`config.mk`:
```
export PLATFORM = sky130hd
export DESIGN_NAME = dec_fun
export DESIGN_NICKNAME = d
export VERILOG_FILES = /design/src/rtl/dec_fun.sv
export SDC_FILE = /design/constraint.sdc
export NUM_CORES = 1
export LEC_CHECK = 0
export BUFFER_PORTS_ARGS = -buffer_cell sky130_fd_sc_hd__buf_2
export CAP_MARGIN = 20
export CORE_ASPECT_RATIO = 0.9
export CORE_UTILIZATION = 51
export DETAILED_ROUTE_END_ITERATION = 10
export GPL_ROUTABILITY_DRIVEN = 0
export PLACE_DENSITY = 0.74
export SLEW_MARGIN = 10
export SYNTH_ARGS = -nofsm -noshare
export SYNTH_HDL_FRONTEND = slang
export SYNTH_SLANG_ARGS = --single-unit
```
`constraint.sdc`:
```
create_clock -name clk -period 2.1 [get_ports clk]
set_input_delay 0.315 -clock clk [delete_from_list [all_inputs] [get_ports clk]]
set_output_delay 0.315 -clock clk [all_outputs]
set_load 0.01 [all_outputs]
```
`src/rtl/dec_fun.sv`:
```
// Debounced request decoder: accepts a word stable for STABLE_CYC valid cycles and holds it HOLD_CYC cycles.
// Optional saturating error counter on out_ERRCNT when DEC_FUN_ERR_CNT_EN is defined.
module dec_fun #(
  parameter int unsigned STABLE_CYC = 3,
  parameter int unsigned HOLD_CYC   = 16
) (
  input  logic       clk,
  input  logic       rst,
  input  logic [2:0] in_CODE,
  input  logic       in_7SEG,
  input  logic       in_INTERF,
  input  logic       in_VALID,
  output logic       out_A,
  output logic       out_B,
  output logic       out_C,
  output logic       out_INTERF,
  output logic       out_VALID,
  output logic       out_BUSY,
  output logic       out_ERR
`ifdef DEC_FUN_ERR_CNT_EN
  ,
  output logic [7:0] out_ERRCNT
`endif
);

  typedef enum logic [1:0] {
    IDLE,
    CHECK,
    HOLD
  } state_t;

  localparam logic [3:0] STABLE_LAST = 4'(STABLE_CYC - 1);
  localparam logic [7:0] HOLD_LAST   = 8'(HOLD_CYC - 1);

  state_t     state;
  logic [3:0] match_cnt;
  logic [7:0] hold_cnt;
  logic [4:0] cand;

  logic [4:0] w;
  logic       w_null;
  logic       w_legal;
  logic       w_same;
  logic       err_det;

  assign w      = {in_INTERF, in_7SEG, in_CODE};
  assign w_null = !in_7SEG && (in_CODE == 3'b000);
  assign w_same = (w == cand);

  // B alone is carried by in_7SEG, so a bare code 010 is malformed
  always_comb begin
    w_legal = 1'b0;
    if (in_7SEG)
      w_legal = (in_CODE == 3'b000);
    else
      w_legal = (in_CODE != 3'b000) && (in_CODE != 3'b010);
  end

  assign err_det  = (state == IDLE) && in_VALID
                    && !w_null && !w_legal;
  assign out_BUSY = (state != IDLE);

  always_ff @(posedge clk) begin
    if (rst) begin
      state      <= IDLE;
      match_cnt  <= 4'd0;
      hold_cnt   <= 8'd0;
      cand       <= 5'd0;
      out_A      <= 1'b0;
      out_B      <= 1'b0;
      out_C      <= 1'b0;
      out_INTERF <= 1'b0;
      out_VALID  <= 1'b0;
      out_ERR    <= 1'b0;
    end else begin
      out_VALID <= 1'b0;
      out_ERR   <= 1'b0;
      unique case (state)
        IDLE: begin
          if (in_VALID && !w_null) begin
            if (w_legal) begin
              cand      <= w;
              match_cnt <= 4'd1;
              state     <= CHECK;
            end else begin
              out_ERR <= 1'b1;
            end
          end
        end
        CHECK: begin
          if (in_VALID) begin
            if (!w_same) begin
              match_cnt <= 4'd0;
              state     <= IDLE;
            end else if (match_cnt == STABLE_LAST) begin
              out_A      <= cand[0];
              out_B      <= cand[1] | cand[3];
              out_C      <= cand[2];
              out_INTERF <= cand[4];
              out_VALID  <= 1'b1;
              match_cnt  <= 4'd0;
              hold_cnt   <= HOLD_LAST;
              state      <= HOLD;
            end else begin
              match_cnt <= match_cnt + 4'd1;
            end
          end
        end
        HOLD: begin
          // the out_VALID cycle is the first of the hold window
          if (hold_cnt == 8'd0) begin
            out_A      <= 1'b0;
            out_B      <= 1'b0;
            out_C      <= 1'b0;
            out_INTERF <= 1'b0;
            state      <= IDLE;
          end else begin
            hold_cnt <= hold_cnt - 8'd1;
          end
        end
        default: state <= IDLE;
      endcase
    end
  end

`ifdef DEC_FUN_ERR_CNT_EN
  always_ff @(posedge clk) begin
    if (rst)
      out_ERRCNT <= 8'd0;
    else if (err_det && (out_ERRCNT != 8'hFF))
      out_ERRCNT <= out_ERRCNT + 8'd1;
  end
`endif

endmodule

```
==> results of run 1 <==
## final cells by class
| type | count | area (um2) | share of cell area [%] |
|---|---|---|---|
| Multi-Input combinational cell | 112 | 787.0 | 52.77 |
| Tap cell | 28 | 35.03 | 2.349 |
| Timing Repair Buffer | 20 | 115.1 | 7.718 |
| Clock buffer | 3 | 22.52 | 1.510 |
| Sequential cell | 25 | 500.5 | 33.56 |
| Inverter | 6 | 22.52 | 1.510 |
| Clock inverter | 1 | 8.758 | 0.5872 |
## routing by layer
| layer | vias to the layer above | wire length [um] | GRT usage (%) |
|---|---|---|---|
| li1 | 603 | - | - |
| met1 | 578 | 1401 | 30.16 |
| met2 | 37 | 1344 | 38.10 |
| met3 | 2 | 145 | 6.582 |
| met4 | 0 | 10 | 2.439 |
| met5 | - | 0 | 0 |
## synth_stat cells, types with 4 or more instances
library cell  number  share of area, %
nor3_1             6               2.2
a21oi_1            8               3.0
mux2i_1            6               4.4
nand2_1            4               1.1
ha_1               4               3.7
nand3_1            5               1.9
nor2b_1            4               1.9
nand4_1            6               2.8
nand2b_1           5               2.3
nor2_1            12               3.3
o211ai_1           6               3.3
clkbuf_1           5               1.4
dfxtp_1           25                37
inv_1              6               1.7
## power groups by stage
| stage | clock network, uW | logic (uW) | registers, uW |
|---|---|---|---|
| 2_1_floorplan | 0 | 62.5 | 500 |
| 4_1_cts | 246 | 86.9 | 491 |
| 3_5_place_dp | 0 | 85.7 | 502 |
| 3_3_place_gp | 0 | 82.7 | 501 |
| 6_report | 232 | 87.3 | 492 |
| 5_1_grt | 255 | 96.8 | 493 |
## cell families (layout without fill, tap and decap cells)
kind of cell,Yosys count,count (layout)
muxes,6,6
DFF,25,25
adders and majority gates,4,4
xor gates and xnor gates,5,5
and+or+nand+nor,61,61
buffers and inverters,14,30
AOI/OAI and AO/OA,36,36
## path summary, 6_finish.rpt
kind                             startpoint                     to  slack [ps]  cells after the start
hold reg to reg          out_A$_SDFFE_PP0P_     out_A$_SDFFE_PP0P_         490                      2
setup / recovery  match_cnt[0]$_SDFFE_PP0P_     out_B$_SDFFE_PP0P_         150                      6
setup reg to reg  match_cnt[0]$_SDFFE_PP0P_     out_B$_SDFFE_PP0P_         150                      6
hold / removal                     in_VALID  state[0]$_SDFFE_PP0P_         210                      2
## what timing repair did
item / CTS / global route
buffers inserted: 0 / 0
hold endpoints to repair: 0 / 0
endpoints found under the setup margin: 0 / 6
resized for setup: 0 / 2
## through the flow
stage	util, %	instances
6_report	59.93	195
2_1_floorplan	-	151
3_5_place_dp	58.42	191
4_1_cts	59.68	195
5_1_grt	59.93	195
3_3_place_gp	58.42	191
## flip-flops by register name, indices dropped and copies added, names as in the netlist
register,count
hold_cnt,8
cand,5
match_cnt,4
state,2
out_A,1
out_B,1
out_C,1
out_ERR,1
out_INTERF,1
out_VALID,1
==> impl_results.md, run 1 <==
* Max cap viols at 0
* CP cell instances: inv_1, ha_1, or3b_4, or4_4, o211ai_1, a21oi_1
* Final min period at 1951 ps
* DRT antenna net count at 0
* Warnings, synthesis at 0
* WL per Instance at 14.88 um
* Sequential area share after synthesis at 37.07%
* EDFF count, synth at 0
* CP max FO at 6
* Commonest non-fill, non-tap cell in the layout: dfxtp_1
* Clock buffer count from CTS at 3
* Setup_tns at 0 ps
* Clk sink count at 25
* Die area at 2857 um2
* Die X at 56.24 um
* GRT overflow at 0
* Psw at 217.7 uW
* Achievable clock frequency at 512.6 MHz
* Vias/cell at 6.256
* Max-slew violations at 0
* First-pass GRT wire length at 5099 um
* Count of different cell masters after synthesis at 47
* Pwr Total at 810.8 uW
* Worst relative slew slack at 58.08%
* Slowest-stage cell, CP: or4_4
* Clock power frac at 28.6%
* Post-detail-place hpwl at 2121 um
* Status: complete, no violations
* Gate power share at 10.8%
* Register bit total from synthesis at 25
* Mapped Cells at 151
* ANT cells at 0
* Core outline area at 2489 um2
* Reg power frac at 60.6%
* Tightest Pin Transition at 623.1 ps
* CTS Hold Buffers Added at 0
* Syn_area_per_cell at 8.941 um2
* Complex-gate fraction of the synthesized area at 19.56%
* Syn-to-layout area delta at 10.47%
* Clk Latency, worst-skew pair at 330 ps
* DP Area at 1454 um2
* Critical Path End Type: flip-flop
* Initial antenna violation count at 0
* Skew final at 14.40 ps
* Commonest non-fill, non-tap cells in the layout: dfxtp_1 (25), buf_2 (14), nor2_1 (12)
* RSZ-0062 raised after global routing: false
* Buf/Inv on CP at 1
* Max clock buf depth at 2
* Hold slack final at 208.4 ps
* CTS H-tree depth at 1
* Final WS setup at 149.3 ps
* Synthesized-area fraction occupied by adder cells at 3.707%
* Post-synthesis net count at 163
* CTS tree: yes
* First-pass DRT Iterations at 4
* Critical path type: flip-flop to flip-flop
* Period utilisation layout at 92.89%
* Initial Util at 54.25%
* Drt drc at 0
* Layout cell share with drive strength beyond 1 at 17.37%
* Pwr dens at 543.7 nW/um2
* DR iter-0 viols at 32
* Xor-xnor portion of the synthesized cell area at 3.244%
* Drt total wl at 2902 um
* Vias at 1220
* Row count at 17
* Setup violators final at 0
* Worst endpoint data arrival time at 2180 ps
* Design area at 1491 um2
* Pre-CTS WS at 43.33 ps
* LEAKAGE at 0.0005821 uW
* Cell Int Power at 593.1 uW
* Most used flip-flop cell after synthesis: dfxtp_1
* Hold/Removal Path Class: input pin to flip-flop
* Area of the mapped netlist at 1350 um2
* Worst VDD drop at 560.0 uV
* CP top delay family: simple AND/OR/NAND/NOR gates
* Fillers at 221
* Worst Setup Start Kind: flip-flop
* Largest net degree at the start of global routing at 28
* Post-synthesis mux area share at 4.449%
* Clk slew on worst S/H paths at 150 ps
* Final hold violation count at 0
* Sw frac at 26.85%
* Number of global-route vias before repair at 1119
* CTS Root Cell: clkbuf_4
* Die height at 50.81 um
* Main combinational cell family by area after synthesis: simple AND/OR/NAND/NOR gates
* Ys async rst share at 0%
* Crit-path max cell delay at 600 ps
* Synth Area in Simple Gates at 26.88%
* # port buffers at 14
* Layout Nets at 180
* Io pins at 15
* Required @ worst endpoint at 2330 ps
* Global Route Usage Sum at 22.70%
Note: power is estimated with default switching activity, not from simulation.
==> inputs of run 2 (changes only) <==
--- a/config.mk
+++ b/config.mk
@@ -8,11 +8,12 @@
 export BUFFER_PORTS_ARGS = -buffer_cell sky130_fd_sc_hd__buf_2
 export CAP_MARGIN = 20
 export CORE_ASPECT_RATIO = 0.9
-export CORE_UTILIZATION = 51
+export CORE_UTILIZATION = 57
+export CTS_CLUSTER_DIAMETER = 120
 export DETAILED_ROUTE_END_ITERATION = 10
 export GPL_ROUTABILITY_DRIVEN = 0
-export PLACE_DENSITY = 0.74
-export SLEW_MARGIN = 10
+export PLACE_DENSITY = 0.78
+export SLEW_MARGIN = 20
 export SYNTH_ARGS = -nofsm -noshare
 export SYNTH_HDL_FRONTEND = slang
 export SYNTH_SLANG_ARGS = --single-unit
==> constraint.sdc (replaced) <==
create_clock -name clk -period 2.05 [get_ports clk]
set_input_delay 0.3075 -clock clk [delete_from_list [all_inputs] [get_ports clk]]
set_output_delay 0.3075 -clock clk [all_outputs]
set_load 0.01 [all_outputs]
==> impl_results.md, run 2 (synthesis results as in run 1) <==
* Status: complete, no violations
* Hold/Removal Path Class: input pin to flip-flop
* Commonest non-fill, non-tap cell in the layout: dfxtp_1
* Final min period at 1949 ps (-1.761 ps)
* CP cell instances: inv_1, ha_1, or3b_4, or4_4, o211ai_1, a21oi_1
* HP Start: in_VALID
* Worst relative slew slack at 67.62% (+9.5 points)
* Post-detail-place hpwl at 2166 um (+2.1%)
* Max clock buf depth at 2 (unchanged)
* Die height at 48.17 um (-5.2%)
* CP max FO at 6 (unchanged)
* Largest net degree at the start of global routing at 28 (unchanged)
* Die area at 2567 um2 (-10%)
* Top flop regs: hold_cnt: 8 flops, cand: 5 flops, match_cnt: 4 flops
* Max cap viols at 0 (unchanged)
* Worst endpoint data arrival time at 2170 ps (about the same)
* Skew final at 6.741 ps (-7.655 ps)
* Period utilisation layout at 95.07% (+2.2 points)
* Max-slew violations at 0 (unchanged)
* Buf/Inv on CP at 1 (unchanged)
* Commonest non-fill, non-tap cells in the layout: dfxtp_1 (23), buf_2 (14), nor2_1 (12)
* Pwr Total at 823.2 uW (+1.5%)
* Layout Nets at 181 (+0.56%)
* Most flops, register: hold_cnt
* First-pass GRT wire length at 4809 um (-5.7%)
* WHS Endpoint: state[0]$_SDFFE_PP0P_
* Number of global-route vias before repair at 1076 (-3.8%)
* RSZ-0062 raised after global routing: false
* Inst Count DP at 191 (unchanged)
* Clk Latency, worst-skew pair at 330 ps (about the same)
* Global Route Usage Sum at 26.65% (+4.0 points)
* Worst R2R Setup Slack at 100 ps (-50 ps)
* Layout cell share with drive strength beyond 1 at 19.05% (+1.7 points)
* Clk sink count at 25 (unchanged)
* M3 GR Usage at 7.788% (+1.2 points)
* CTS Hold Buffers Added at 0 (unchanged)
* Achievable clock frequency at 513.1 MHz (about the same)
* CTS Root Cell: clkbuf_4
* LEAKAGE at 0.0005875 uW (+0.94%)
* Met1 GRT Util at 34.35% (+4.2 points)
* Reg2reg path depth at 6 (unchanged)
* Core outline area at 2202 um2 (-12%)
* Worst Setup SP: match_cnt[0]$_SDFFE_PP0P_
* CP top delay family: simple AND/OR/NAND/NOR gates
* Worst VDD drop at 536.5 uV (-4.2%)
* DR iter-0 viols at 26 (-19%)
* GRT busiest layer: met2
* ANT cells at 0 (unchanged)
* Required @ worst endpoint at 2270 ps (-60 ps)
* PostCTS Resize Cnt at 0 (unchanged)
* Worst r2r src: match_cnt[0]$_SDFFE_PP0P_
* M2 GR Usage at 42.25% (+4.2 points)
* Clk slew on worst S/H paths at 140 ps (about the same)
* Vias/cell at 6.215 (-0.66%)
* GRT overflow at 0 (unchanged)
* Drt drc at 0 (unchanged)
* Critical path type: flip-flop to flip-flop
* Setup violators final at 0 (unchanged)
* WL per Instance at 15.31 um (+2.9%)
* Max reg flops at 8 (unchanged)
* Io pins at 15 (unchanged)
* Crit-path max cell delay at 570 ps (-30 ps)
* Die X at 53.30 um (-5.2%)
* Syn-to-layout area delta at 10.84%
* Fillers at 184 (-17%)
* Setup_tns at 0 ps (unchanged)
* DRT antenna net count at 0 (unchanged)
* Post-CTS Setup Bufs at 0 (unchanged)
* R2r endpoint: out_C$_SDFFE_PP0P_
* Initial antenna violation count at 0 (unchanged)
* Tightest Pin Transition at 484.0 ps (-139.1 ps)
* Fin cells at 195 (unchanged)
* Row count at 16 (-1)
* Critical Path End Type: flip-flop
* CTS H-tree depth at 1 (unchanged)
* Worst Setup Start Kind: flip-flop
* Vias at 1212 (-0.66%)
* Slowest-stage cell, CP: or4_4
* Final hold violation count at 0 (unchanged)
* Clock buffer count from CTS at 3 (unchanged)
* Drt total wl at 2985 um (+2.9%)
* CTS tree: yes
* Pwr dens at 550.1 nW/um2 (+1.2%)
* WHS Path Cells at 2 (unchanged)
* # port buffers at 14 (unchanged)
* First-pass DRT Iterations at 4 (unchanged)
* Initial Util at 61.31% (+7.1 points)
## run 2: cell count changes in the layout (fill, tap and decap cells not counted)
cell / change
buf_4: +1
clkinv_2: +1
dfxtp_1: -2
dfxtp_2: +2
inv_6: -1
## run 2: worst max path at each step
stage                          endpoint  cells after the start
2_1_floorplan  hold_cnt[5]$_SDFFE_PP0P_                      8
3_3_place_gp   hold_cnt[6]$_SDFFE_PP0P_                      5
3_5_place_dp         out_C$_SDFFE_PP0P_                      5
4_1_cts              out_C$_SDFFE_PP0P_                      5
5_1_grt              out_C$_SDFFE_PP0P_                      6
6_report             out_C$_SDFFE_PP0P_                      6
## run 2: per-layer routing
layer	vias to the layer above	routed length (um)	share of wire, %
li1	601	-	-
met1	591	1399	47
met2	18	1450	49
met3	2	117	3.9
met4	0	17	0.57
met5	-	0	0
## run 2: final cells by class
| class | count | area (um2) | share of cell area (%) |
|---|---|---|---|
| clock inverter | 1 | 5.005 | 0.3344 |
| inverter | 6 | 22.52 | 1.505 |
| tap | 27 | 33.78 | 2.258 |
| timing repair buffer | 21 | 122.6 | 8.194 |
| sequential | 25 | 503.0 | 33.61 |
| multi-input combinational | 112 | 787.0 | 52.59 |
| clock buffer | 3 | 22.52 | 1.505 |
## run 2: through the flow
stage / utilization [%] / instance area [um2] / hold WS (ps) / setup WS [ps]
2_1_floorplan: - / 1350 / 416.8 / 61.82
3_3_place_gp: 66.31 / 1460 / 472.6 / 71.28
3_5_place_dp: 66.31 / 1460 / 483.7 / 20.22
4_1_cts: 67.56 / 1488 / 201.3 / 1.652
5_1_grt: 67.95 / 1496 / 175.7 / 3.692
6_report: 67.95 / 1496 / 211.9 / 101.1
## run 2: report_power, final
part	total [uW]	switching [uW]	internal [uW]
sequential	503	7.92	495
clock	227	154	73.3
combinational	93.3	58.0	35.2
total	823	220	603
==> inputs of run 3 (changes only) <==
--- a/config.mk
+++ b/config.mk
@@ -5,10 +5,11 @@
 export SDC_FILE = /design/constraint.sdc
 export NUM_CORES = 1
 export LEC_CHECK = 0
+export ABC_AREA = 1
 export BUFFER_PORTS_ARGS = -buffer_cell sky130_fd_sc_hd__buf_2
 export CAP_MARGIN = 20
 export CORE_ASPECT_RATIO = 0.9
-export CORE_UTILIZATION = 57
+export CORE_UTILIZATION = 58
 export CTS_CLUSTER_DIAMETER = 120
 export DETAILED_ROUTE_END_ITERATION = 10
 export GPL_ROUTABILITY_DRIVEN = 0
==> impl_results.md, run 3 <==
* Status: complete, no violations
* Hold/Removal Path Class: input pin to flip-flop
* PostCTS Resize Cnt at 0 (unchanged)
* Number of global-route vias before repair at 1322 (+23%)
* Clk sink count at 25 (unchanged)
* Warnings, synthesis at 0 (unchanged)
* Post-CTS Setup Bufs at 0 (unchanged)
* DRT antenna net count at 0 (unchanged)
* GRT overflow at 0 (unchanged)
* Final min period at 1611 ps (-337.8 ps)
* Setup violators final at 0 (unchanged)
* Mapped Cells at 239 (+58%)
* Pwr Total at 1424 uW (+73%)
* Most common cell in the netlist: nand2_1
* Top-area cell type share of the netlist area at 33.11% (-4.0 points)
* Clock buffer count from CTS at 3 (unchanged)
* Clk Latency, worst-skew pair at 350 ps (+20 ps)
* Largest net degree at the start of global routing at 20 (-29%)
* Layout Nets at 269 (+49%)
* Dominant cells by area after synthesis: dfxtp_1 (33%), nand2_1 (15%), nor2_1 (10%)
* Setup_tns at 0 ps (unchanged)
* Cell Int Power at 820.9 uW (+36%)
* Critical Path End Type: primary output
* Area of the mapped netlist at 1511 um2 (+12%)
* Worst Setup Start Kind: flip-flop
* Most flops, register: hold_cnt
* Initial Util at 61.26% (about the same)
* Layout cell share with drive strength beyond 1 at 12.89% (-6.2 points)
* Io pins at 15 (unchanged)
* Row count at 17 (+1)
* CTS H-tree depth at 1 (unchanged)
* HP Start: rst
* Sw frac at 42.33% (+16 points)
* Drt total wl at 3072 um (+2.9%)
* Clk slew on worst S/H paths at 160 ps (+20 ps)
* CP max FO at 5 (-1)
* Final hold violation count at 0 (unchanged)
* Fillers at 244 (+33%)
* Achievable clock frequency at 620.7 MHz (+21%)
* Post-synthesis net count at 251 (+54%)
* Syn-to-layout area delta at 8.444%
* Reg power frac at 42.9% (-18 points)
* Vias/cell at 5.148 (-17%)
* Commonest non-fill, non-tap cell in the layout: nand2_1
* Initial antenna violation count at 0 (unchanged)
* Sequential area share after synthesis at 33.11% (-4.0 points)
* CTS tree: yes
* RSZ-0062 raised after global routing: false
* Max-slew violations at 0 (unchanged)
* Cell taking the most area after synthesis: dfxtp_1
* WHS Path Cells at 2 (unchanged)
* Tightest Pin Transition at 505.3 ps (+21.27 ps)
* Reg2reg path depth at 10 (+4)
* Period utilisation layout at 78.59% (-16 points)
* First-pass DRT Iterations at 4 (unchanged)
* Post-detail-place hpwl at 2273 um (+4.9%)
* Vias at 1462 (+21%)
* Worst VDD drop at 703.1 uV (+31%)
* Required @ worst endpoint at 1740 ps (-530 ps)
* Max clock buf depth at 2 (unchanged)
* Die X at 55.81 um (+4.7%)
* Gate power share at 40.1% (+29 points)
* Register bit total from synthesis at 25 (unchanged)
* Count of different cell masters after synthesis at 25 (-47%)
* Max reg flops at 8 (unchanged)
* Global Route Usage Sum at 24.49% (-2.2 points)
* Psw at 602.7 uW (+170%)
* Top flop regs: hold_cnt: 8 flops, cand: 5 flops, match_cnt: 4 flops
* # port buffers at 14 (unchanged)
* Clock power frac at 17.0% (-11 points)
* EDFF count, synth at 0 (unchanged)
* Die height at 50.43 um (+4.7%)
* Drt drc at 0 (unchanged)
* Worst endpoint data arrival time at 1300 ps (-870 ps)
* Worst relative slew slack at 66.11% (-1.5 points)
* WL per Instance at 10.82 um (-29%)
* Most used flip-flop cell after synthesis: dfxtp_1
* Most instantiated cells after synthesis: nand2_1 (61), nor2_1 (41), inv_1 (35)
* CTS Root Cell: clkbuf_4
* Pwr dens at 868.5 nW/um2 (+58%)
* Worst Setup SP: state[1]$_SDFFE_PP0P_
* Core outline area at 2467 um2 (+12%)
* Max cap viols at 0 (unchanged)
* Ys async rst share at 0% (unchanged)
* DR iter-0 viols at 48 (+85%)
* ANT cells at 0 (unchanged)
* LEAKAGE at 0.0008035 uW (+37%)
* Skew final at 27.54 ps (+20.80 ps)
* Syn_area_per_cell at 6.324 um2 (-29%)
* Commonest non-fill, non-tap cells in the layout: nand2_1 (61), nor2_1 (41), inv_1 (35)
* Die area at 2815 um2 (+9.6%)
* Final Util at 66.43% (-1.5 points)
* Worst r2r src: hold_cnt[1]$_SDFFE_PP0P_
* CTS Hold Buffers Added at 0 (unchanged)
* First-pass GRT wire length at 5520 um (+15%)
* Critical path type: flip-flop to primary output
==> run 3: cell type report <==
cell class	instances	area [um2]	share of cell area (%)
multi-input cells	173	853.3	52.06
flip-flops and latches	25	500.5	30.53
clock inverters	1	7.507	0.4580
inverters	40	150.1	9.160
well taps	28	35.03	2.137
repair buffers	14	70.07	4.275
clock buffers	3	22.52	1.374
==> run 3: metal layers <==
metal | wire (um) | vias to the layer above | track usage, %
li1 | - | 789 | -
met1 | 1580 | 646 | 31.57
met2 | 1340 | 21 | 40.96
met3 | 104 | 6 | 5.928
met4 | 48 | 0 | 7.317
met5 | 0 | - | 0
==> run 3: per-stage QoR <==
step / instance area, um2 / instances / setup slack, ps / hold slack, ps
4_1_cts: 1639 / 284 / 424.3 / 200.2
5_1_grt: 1639 / 284 / 237.7 / 222.5
2_1_floorplan: 1511 / 239 / 675.5 / 376.6
3_3_place_gp: 1609 / 280 / 531.3 / 464.4
3_5_place_dp: 1609 / 280 / 496.5 / 469.8
6_report: 1639 / 284 / 438.8 / 203.0
==> run 3: worst paths after layout <==
kind / endpoint / slack [ps]
min reg2reg: out_B$_SDFFE_PP0P_ / 490
max: out_BUSY / 440
min: out_B$_SDFFE_PP0P_ / 200
max reg2reg: cand[0]$_SDFFE_PP0P_ / 470
==> run 3: logic make-up after synthesis <==
logic type	Yosys count	share of synthesized area [%]
AOI/OAI and AO/OA	26	9.106
adders and majority gates	4	3.311
buffers and inverters	41	10.43
xor gates and xnor gates	3	1.739
DFF	25	33.11
and+or+nand+nor	140	42.30
==> run 3: worst max-delay path, stage by stage, from the launching register on <==
cell and delay [ps]:
dfxtp_1 380, nor2_1 340, inv_1 80, buf_2 150
==> run 3: power by group through the flow <==
| stage | clock (uW) | combinational, uW | sequential, uW |
|---|---|---|---|
| 2_1_floorplan | 0 | 450 | 616 |
| 3_3_place_gp | 0 | 561 | 621 |
| 3_5_place_dp | 0 | 566 | 621 |
| 4_1_cts | 250 | 570 | 611 |
| 5_1_grt | 261 | 664 | 621 |
| 6_report | 242 | 571 | 611 |
